--- config.mk ---
export PLATFORM = sky130hd
export DESIGN_NAME = sr_pulse_gen
export DESIGN_NICKNAME = d
export VERILOG_FILES = /design/src/rtl/sr_pulse_gen.sv
export SDC_FILE = /design/constraint.sdc
export NUM_CORES = 1
export LEC_CHECK = 0
export BUFFER_PORTS_ARGS = -buffer_cell sky130_fd_sc_hd__buf_2
export CAP_MARGIN = 20
export CORE_UTILIZATION = 55
export DETAILED_ROUTE_END_ITERATION = 8
export GPL_ROUTABILITY_DRIVEN = 1
export PLACE_DENSITY = 0.85
export SYNTH_ARGS = -nofsm -noshare
export SYNTH_HDL_FRONTEND = slang
export SYNTH_SLANG_ARGS = --single-unit
--- constraint.sdc ---
create_clock -name clk -period 1.6 [get_ports clk]
set_input_delay 0.08 -clock clk [delete_from_list [all_inputs] [get_ports clk]]
set_output_delay 0.08 -clock clk [all_outputs]
set_load 0.02 [all_outputs]
--- src/rtl/sr_pulse_gen.sv ---
// Pushbutton front-end for the SR/JK latches: synchronizes and debounces two raw
// buttons, then emits mutually exclusive fixed-width S/R pulses with a guard gap.
module sr_pulse_gen #(
  parameter int DB_CNT    = 4,
  parameter int PULSE_LEN = 2
) (
  input  logic clk,
  input  logic rst_n,
  input  logic btn_set,
  input  logic btn_rst,
  output logic s_out,
  output logic r_out,
  output logic busy,
  output logic conflict,
  output logic state_q
);

  localparam int CW = $clog2(DB_CNT);
  localparam int PW = (PULSE_LEN > 1) ? $clog2(PULSE_LEN) : 1;
  localparam logic [CW-1:0] DB_LAST = CW'(DB_CNT - 1);
  localparam logic [PW-1:0] P_LAST  = PW'(PULSE_LEN - 1);

  typedef enum logic [1:0] {IDLE, SPULSE, RPULSE, GAP} state_t;

  // Channel vectors: bit 0 is the set button, bit 1 the reset button.
  logic [1:0]         sync1, sync2, db, db_prev, req, pend, pend_n, served;
  logic [1:0][CW-1:0] db_cnt;
  logic [PW-1:0]      pcnt, pcnt_n;
  state_t             state, state_n;
  logic               conflict_n, state_q_n;

  always_ff @(posedge clk or negedge rst_n) begin
    if (!rst_n) begin
      sync1 <= '0;
      sync2 <= '0;
    end else begin
      sync1 <= {btn_rst, btn_set};
      sync2 <= sync1;
    end
  end

  // The level only moves after DB_CNT consecutive disagreeing samples.
  always_ff @(posedge clk or negedge rst_n) begin
    if (!rst_n) begin
      db     <= '0;
      db_cnt <= '0;
    end else begin
      for (int i = 0; i < 2; i++) begin
        if (sync2[i] == db[i]) begin
          db_cnt[i] <= '0;
        end else if (db_cnt[i] == DB_LAST) begin
          db[i]     <= sync2[i];
          db_cnt[i] <= '0;
        end else begin
          db_cnt[i] <= db_cnt[i] + CW'(1);
        end
      end
    end
  end

  always_ff @(posedge clk or negedge rst_n) begin
    if (!rst_n) begin
      db_prev <= '0;
      req     <= '0;
    end else begin
      db_prev <= db;
      req     <= db & ~db_prev;
    end
  end

  always_comb begin
    state_n    = state;
    pcnt_n     = pcnt;
    pend_n     = pend;
    conflict_n = 1'b0;
    state_q_n  = state_q;
    served     = '0;
    case (state)
      IDLE: begin
        pcnt_n = '0;
        if (req[0] && req[1]) begin
          conflict_n = 1'b1;
        end else if (req[0]) begin
          state_n = SPULSE;
        end else if (req[1]) begin
          state_n = RPULSE;
        end
      end
      SPULSE, RPULSE: begin
        pend_n = pend | req;
        if (pcnt == P_LAST) begin
          state_n   = GAP;
          pcnt_n    = '0;
          state_q_n = (state == SPULSE);
        end else begin
          pcnt_n = pcnt + PW'(1);
        end
      end
      GAP: begin
        // A request landing in the gap cycle itself is served with the pending ones.
        served = pend | req;
        pend_n = '0;
        if (served[0] && served[1]) begin
          conflict_n = 1'b1;
          state_n    = IDLE;
        end else if (served[0]) begin
          state_n = SPULSE;
        end else if (served[1]) begin
          state_n = RPULSE;
        end else begin
          state_n = IDLE;
        end
      end
      default: state_n = IDLE;
    endcase
  end

  // Outputs are registered from the next state so they switch cleanly on the edge.
  always_ff @(posedge clk or negedge rst_n) begin
    if (!rst_n) begin
      state    <= IDLE;
      pcnt     <= '0;
      pend     <= '0;
      s_out    <= 1'b0;
      r_out    <= 1'b0;
      busy     <= 1'b0;
      conflict <= 1'b0;
      state_q  <= 1'b0;
    end else begin
      state    <= state_n;
      pcnt     <= pcnt_n;
      pend     <= pend_n;
      s_out    <= (state_n == SPULSE);
      r_out    <= (state_n == RPULSE);
      busy     <= (state_n != IDLE);
      conflict <= conflict_n;
      state_q  <= state_q_n;
    end
  end

endmodule
==> results of run 1 <==
-- cell families after synthesis --
group	Yosys count	share of synthesized area, %
flip-flops	24	63.2
AND/OR/NAND/NOR	21	10.9
AO/OA/AOI/OAI	10	7.24
buffers and inverters	8	3.16
adder cells (fa/ha/maj)	8	10.1
multiplexers	3	3.55
XOR/XNOR	2	1.84
-- routing by layer --
| metal | vias to the layer above | wire, µm |
|---|---|---|
| met1 | 289 | 619 |
| met2 | 7 | 661 |
| met3 | 2 | 32 |
| li1 | 289 | - |
| met4 | 0 | 9 |
| met5 | - | 0 |
-- critical path: stages, from the launching register on --
cell and delay (ns):
sky130_fd_sc_hd__dfrtp_1 0.44, sky130_fd_sc_hd__inv_1 0.15, sky130_fd_sc_hd__ha_4 0.23, sky130_fd_sc_hd__o21a_1 0.10
sky130_fd_sc_hd__a311o_1 0.28, sky130_fd_sc_hd__o21ai_2 0.10, sky130_fd_sc_hd__inv_2 0.06, sky130_fd_sc_hd__nor2_2 0.09
-- flip-flops by register name (all words and copies together), names as in the netlist, 2 cells and up --
register,cells
pend,2
db_cnt,4
sync2,2
req,2
sync1,2
state,2
db_prev,2
db,2
-- final timing paths --
check / endpoint / from / slack, ns
hold / removal: conflict / rst_n / 0.26
max in group asynchronous: state[0] / rst_n / 0.99
setup / recovery: r_out / state[1] / 0.10
setup reg to reg: r_out / state[1] / 0.10
min in group clk: sync2[1] / sync1[1] / 0.37
hold reg to reg: sync2[1] / sync1[1] / 0.37
-- metrics by stage --
stage	utilization, %	setup slack [ns]	total power, mW
after floorplan	-	0.152	1.71
after global placement	65.3	0.103	1.90
after detailed placement	65.3	0.0434	1.94
after CTS	69.6	0.0120	2.26
after global routing	71.8	0.0124	2.54
final	71.8	0.105	2.34
-- timing repair --
item | in CTS | in global routing
hold buffers | 3 | 0
gates resized for setup | 0 | 1
setup endpoints to repair | 0 | 4
hold endpoints to repair | 26 | 0
buffers inserted | 0 | 3
-- layout by cell type (no fill, tap or decap), drive strengths merged, types with 2 or more instances in the layout --
| cell type | count |
|---|---|
| xor2 | 2 |
| clkbuf | 4 |
| a21oi | 4 |
| buf | 12 |
| dfrtp | 24 |
| nor2b | 2 |
| mux2 | 3 |
| ha | 6 |
| o21ai | 3 |
| nand2 | 5 |
| and2 | 2 |
| nor2 | 8 |
| nor3b | 2 |
| dlygate4sd3 | 3 |
| maj3 | 2 |
| inv | 8 |
-- final cells by class --
class / instances / area (µm²) / share of cell area, %
flip-flops and latches: 24 / 601 / 53.6
inverters: 8 / 30.0 / 2.68
multi-input cells: 44 / 333 / 29.7
repair buffers: 15 / 100 / 8.94
clock buffers: 4 / 36.3 / 3.24
well taps: 16 / 20.0 / 1.79
-- power groups by stage --
| stage | Combinational, mW | Clock, mW | Sequential, mW |
|---|---|---|---|
| after floorplan | 0.668 | 0 | 1.05 |
| after global placement | 0.880 | 0 | 1.02 |
| after detailed placement | 0.924 | 0 | 1.02 |
| after CTS | 0.943 | 0.308 | 1.01 |
| after global routing | 1.17 | 0.331 | 1.04 |
| final | 1.03 | 0.304 | 1.00 |
==> results.yml, run 1 <==
global_routing:
  globalRouteTotalUtil_pct: 17.5
  overflow: 0
  globalRouteMet3Util_pct: 2.50
  grt.busiest_layer: "met2"
  globalRouteMet2Util_pct: 29.0
  first_pass_grt_wire_length_mm: 2.36
  groute.layer.met1.usage_pct: 22.3
  grt_pass1_vias: 581
  grt_max_degree: 25
  number_of_antenna_violations_at_the_first_check_in_global_routing: 0
yosys:
  yosysUniqueCellTypes: 22
  ys_ff_latch: 24
  synth-main-ff-cell: "sky130_fd_sc_hd__dfrtp_1"
  synth_top_cell_by_area: "sky130_fd_sc_hd__dfrtp_1"
  synth_enable_flop_cells: 0
  synth.net_count: 86
  synth.yosys.seq_area_share_pct: 63.2
  yosysMostFrequentCell: "sky130_fd_sc_hd__dfrtp_1"
  avgSynthCellArea_um2: 12.5
  synth-async-reset-ratio_pct: 100
  ys.warnings.count: 0
  netlist_area_pre_place_um2: 951
  synth_top_cells_by_area: "sky130_fd_sc_hd__dfrtp_1 63%, sky130_fd_sc_hd__ha_1 7.9%, sky130_fd_sc_hd__mux2_2 3.6%, sky130_fd_sc_hd__inv_1 2.8%, sky130_fd_sc_hd__nor2_1 2.8%"
  synthDominantCellAreaShare_pct: 63.2
  synth.cells.most_frequent: "24 x sky130_fd_sc_hd__dfrtp_1, 7 x sky130_fd_sc_hd__inv_1, 7 x sky130_fd_sc_hd__nor2_1"
  synthesis.instances: 76
floorplanning:
  dieArea_mm2: 0.00190
  die_h_um: 43.6
  num_rows: 14
  floorplan.io_pins: 9
  die_w_um: 43.6
  core-area_mm2: 0.00156
  initial_utilization_pct: 61.0
clocking:
  cts.clk_slew.worst_paths_ns: 0.12
  cts_inserted_buffers: 3
  cts_h_tree_depth: 1
  tritoncts: "yes"
  clkSinkCount: 24
  cts_root_buf: "sky130_fd_sc_hd__clkbuf_4"
  max-clock-path-buffers: 2
  clock_insertion_delay_worst_skew_ns: 0.30
worst_hold_path:
  hp-class: "in2async"
routing:
  average_wire_length_per_cell_after_detail_routing_um: 11.9
  drt_pass1_iterations: 5
  number_of_nets_still_failing_antenna_checks_after_routing: 0
  detailedRoute.firstIterationViolations: 7
  number_of_design_rule_violations_left_after_detail_routing: 4
  postRouteWirelength_mm: 1.32
  via_count: 587
  post_drt_via_cell_ratio: 5.29
place:
  hpwlAfterDp_um: 925
  dpl_cell_area_mm2: 0.00102
  port-buffer-count: 8
  routability_driven_placement_congestion_ratio: 0.831
  numPlacedInstances: 101
timing:
  max_freq_mhz: 669
  timing_worst_slew_pin_value_ns: 0.510
  hold_violations_final: 0
  tns_ns: 0
  count_of_final_setup_violators: 0
  setup_repair_after_global_routing_missed_its_margin: "no"
  min_period_over_period_pct: 93.4
  timing.max_slew.rel_slack_pct: 66.0
  post-route-min-period_ns: 1.50
  final_max_slew_viol_count: 0
  whs_ns: 0.264
  fin_skew_ns: 0.00221
setup_path:
  critical_path.startpoint_type: "flop"
  crit_path_end_kind: "flop"
  worst_ep_arrival_time_ns: 1.74
  cp_data_required_time_ns: 1.84
  register_to_register_path_depth: 7
  crit_fanout: 5
  critical_path_class: "reg2reg"
power:
  switching_share_pct: 37.3
  power.share.clock_pct: 13.0
  internal-power_mw: 1.47
  power-per-cell-area_mw_per_mm2: 2090
  seq_power_share_pct: 42.9
  static-leakage-power_nw: 0.554
  share_comb_of_total_power_pct: 44.1
  ir_worst_vdd_mv: 1.07
  netSwitchingPower_mw: 0.873
finish:
  final_net_count: 106
  design_area_final_mm2: 0.00112
  area_growth_synth_to_finish_pct: 17.8
  share_of_post_route_cells_with_drive_strength_above_1_pct: 26.3
  finish.cell_count_without_fillers: 111
  antennaDiodeCount: 0
  fill_cells: 112
outcome:
  run_status: "finished, violations left"
  failed_checks: "DRC"
flow_run:
  cap_viol_max_count: 0
Note: power is estimated with default switching activity, not from simulation.
==> run 2: changes to the inputs <==
ABC_AREA = 1   (was not set)
CORE_UTILIZATION = 50   (was 55)
PLACE_DENSITY = 0.79   (was 0.85)
==> run 2 against run 1 <==
Against the previous run: the flow now finishes without violations; sequential power is essentially flat; clock skew shrank 0.00060 ns; critical path depth grew 1; worst hold slack got worse by 0.0083 ns; synthesized cell count grew 20%; maximum frequency increased by 10%; wire length rose by 1.3%; first-iteration DRC count unchanged; cell area decreased by 3.8%; highest routed layer unchanged.
==> results.yml, run 2 <==
outcome:
  run_status: "finished clean"
routing:
  postRouteWirelength_mm: 1.34
  top_layer: "met4"
  average_wire_length_per_cell_after_detail_routing_um: 10.3
  detailedRoute.firstIterationViolations: 7
  number_of_nets_still_failing_antenna_checks_after_routing: 0
  via_count: 619
  number_of_design_rule_violations_left_after_detail_routing: 0
  drt_pass1_iterations: 4
  post_drt_via_cell_ratio: 4.76
  wl_met3_um: 43
  met1_length_um: 587
  routed-wl-met2_um: 685
timing:
  final_max_slew_viol_count: 0
  max_freq_mhz: 736
  fin_skew_ns: 0.00161
  post-route-min-period_ns: 1.36
  timing_worst_slew_pin_value_ns: 0.500
  timing.max_slew.rel_slack_pct: 66.7
  hold_violations_final: 0
  tns_ns: 0
  setup_repair_after_global_routing_missed_its_margin: "no"
  worst_setup_slack_after_layout_ns: 0.240
  count_of_final_setup_violators: 0
  min_period_over_period_pct: 85.0
floorplanning:
  num_rows: 15
  core-area_mm2: 0.00176
  die_w_um: 45.7
  dieArea_mm2: 0.00209
  die_h_um: 45.7
  initial_utilization_pct: 54.0
  floorplan.io_pins: 9
clocking:
  clkSinkCount: 24
  clock_insertion_delay_worst_skew_ns: 0.30
  max-clock-path-buffers: 2
  cts_root_buf: "sky130_fd_sc_hd__clkbuf_4"
  cts.clk_slew.worst_paths_ns: 0.12
  tritoncts: "yes"
  post_cts.resized_instances: 0
  cts_h_tree_depth: 1
  cts_inserted_buffers: 3
power:
  power-per-cell-area_mw_per_mm2: 1890
  static-leakage-power_nw: 0.553
  ir_worst_vdd_mv: 0.909
global_routing:
  grt_max_degree: 25
  globalRouteTotalUtil_pct: 15.7
  grt_pass1_vias: 591
  overflow: 0
  first_pass_grt_wire_length_mm: 2.26
  number_of_antenna_violations_at_the_first_check_in_global_routing: 0
setup_path:
  critical_path.startpoint_type: "flop"
  crit_path_end_kind: "flop"
  crit_fanout: 6
  cp_data_required_time_ns: 1.82
  critical_path_class: "reg2reg"
  worst_ep_arrival_time_ns: 1.58
yosys:
  synth.cells.most_frequent: "24 x sky130_fd_sc_hd__dfrtp_1, 13 x sky130_fd_sc_hd__inv_1, 10 x sky130_fd_sc_hd__nand2_1"
  synth_top_cell_by_area: "sky130_fd_sc_hd__dfrtp_1"
  ys.warnings.count: 0
  synth-async-reset-ratio_pct: 100
  synth_enable_flop_cells: 0
  yosysMostFrequentCell: "sky130_fd_sc_hd__dfrtp_1"
  synth.net_count: 101
  yosysUniqueCellTypes: 13
  synth.yosys.seq_area_share_pct: 63.0
  ys_ff_latch: 24
  synth_top_cells_by_area: "sky130_fd_sc_hd__dfrtp_1 63%, sky130_fd_sc_hd__ha_1 7.9%, sky130_fd_sc_hd__inv_1 5.1%, sky130_fd_sc_hd__nand2_1 3.9%, sky130_fd_sc_hd__nand3_1 3.7%"
  synth-main-ff-cell: "sky130_fd_sc_hd__dfrtp_1"
  netlist_area_pre_place_um2: 953
  synthDominantCellAreaShare_pct: 63.0
  synthesis.instances: 91
  avgSynthCellArea_um2: 10.5
finish:
  layout_commonest_cell: "sky130_fd_sc_hd__dfrtp_1"
  largest-register: "db_cnt"
  commonest_cells_after_routing_fill_and_taps_aside: "24 x sky130_fd_sc_hd__dfrtp_1, 13 x sky130_fd_sc_hd__inv_1, 10 x sky130_fd_sc_hd__nand2_1"
  largest_reg_flops: 4
  area_growth_synth_to_finish_pct: 13.0
  antennaDiodeCount: 0
  final_net_count: 117
  share_of_post_route_cells_with_drive_strength_above_1_pct: 17.1
place:
  port-buffer-count: 8
  routability_driven_placement_congestion_ratio: 0.888
  dp_slack_ns: 0.250
  hpwlAfterDp_mm: 1.00
worst_hold_path:
  hp-class: "in2async"
flow_run:
  cap_viol_max_count: 0
[run 2: cell types whose count changed in the layout (fill, tap and decap cells not counted), sizes merged, moves of 3 or more]
cell and change:
nand3 +7, nand2 +9, o21ai +4, buf -4
inv +8, mux2 -3
[run 2: cell families after synthesis]
family,count (synthesis),share of synthesized area [%]
adders and majority gates,6,7.87
and+or+nand+nor,30,14.0
DFF,24,63.0
AOI/OAI and AO/OA,13,6.96
buffers and inverters,16,6.30
xor gates and xnor gates,2,1.84
[run 2: repair_timing]
action	CTS	global route
endpoints found under the setup margin	0	0
hold buffers	3	0
hold endpoints to repair	26	0
setup buffers	0	0
[run 2: cell type report]
| cell class | count | area [µm²] |
|---|---|---|
| clock buffer | 3 | 22.5 |
| fill | 162 | 687 |
| inverter | 16 | 60.1 |
| multi-input combinational | 51 | 293 |
| sequential | 24 | 601 |
| tap | 25 | 31.3 |
| timing repair buffer | 11 | 70.1 |
[run 2: metrics by stage]
step | area, µm² | std cells | hold WS (ns) | utilization, % | power [mW]
final | 1080 | 130 | 0.256 | 61.1 | 2.04
after global routing | 1080 | 130 | 0.331 | 61.1 | 2.23
after CTS | 1080 | 130 | 0.268 | 61.1 | 2.06
after detailed placement | 1020 | 124 | 0.0802 | 58.1 | 1.80
after global placement | 1020 | 124 | 0.0754 | 58.1 | 1.77
after floorplan | 953 | 91 | -0.216 | - | 1.60
[run 2: final timing paths]
path	from	end	slack (ns)	cells past startpoint
worst min-delay path	rst_n	pend[0]	0.26	2
worst max-delay path	state[0]	s_out	0.24	8
worst max register to register	state[0]	s_out	0.24	8
worst min register to register	sync1[0]	sync2[0]	0.38	0
max in group asynchronous	rst_n	r_out	1.01	2
min in group clk	sync1[0]	sync2[0]	0.38	0
[run 2: critical path: stages, from the launching register on]
cell and delay [ns]:
sky130_fd_sc_hd__dfrtp_1 0.41, sky130_fd_sc_hd__inv_1 0.09, sky130_fd_sc_hd__ha_1 0.36, sky130_fd_sc_hd__o21ai_0 0.10, sky130_fd_sc_hd__nand2_1 0.08, sky130_fd_sc_hd__nand2_2 0.07, sky130_fd_sc_hd__nand2_2 0.07, sky130_fd_sc_hd__nand2_2 0.06
sky130_fd_sc_hd__inv_2 0.03
[run 2: routing by layer]
layer / up-vias / global-route usage, %
met5: - / 0
met4: 0 / 10.9
met3: 4 / 2.78
met2: 14 / 24.9
met1: 288 / 19.3
li1: 313 / -
[run 2: where the power goes]
group / internal, mW / total (mW) / switching, mW
combinational: 0.302 / 0.822 / 0.520
sequential: 0.828 / 0.965 / 0.136
clock: 0.0880 / 0.251 / 0.163
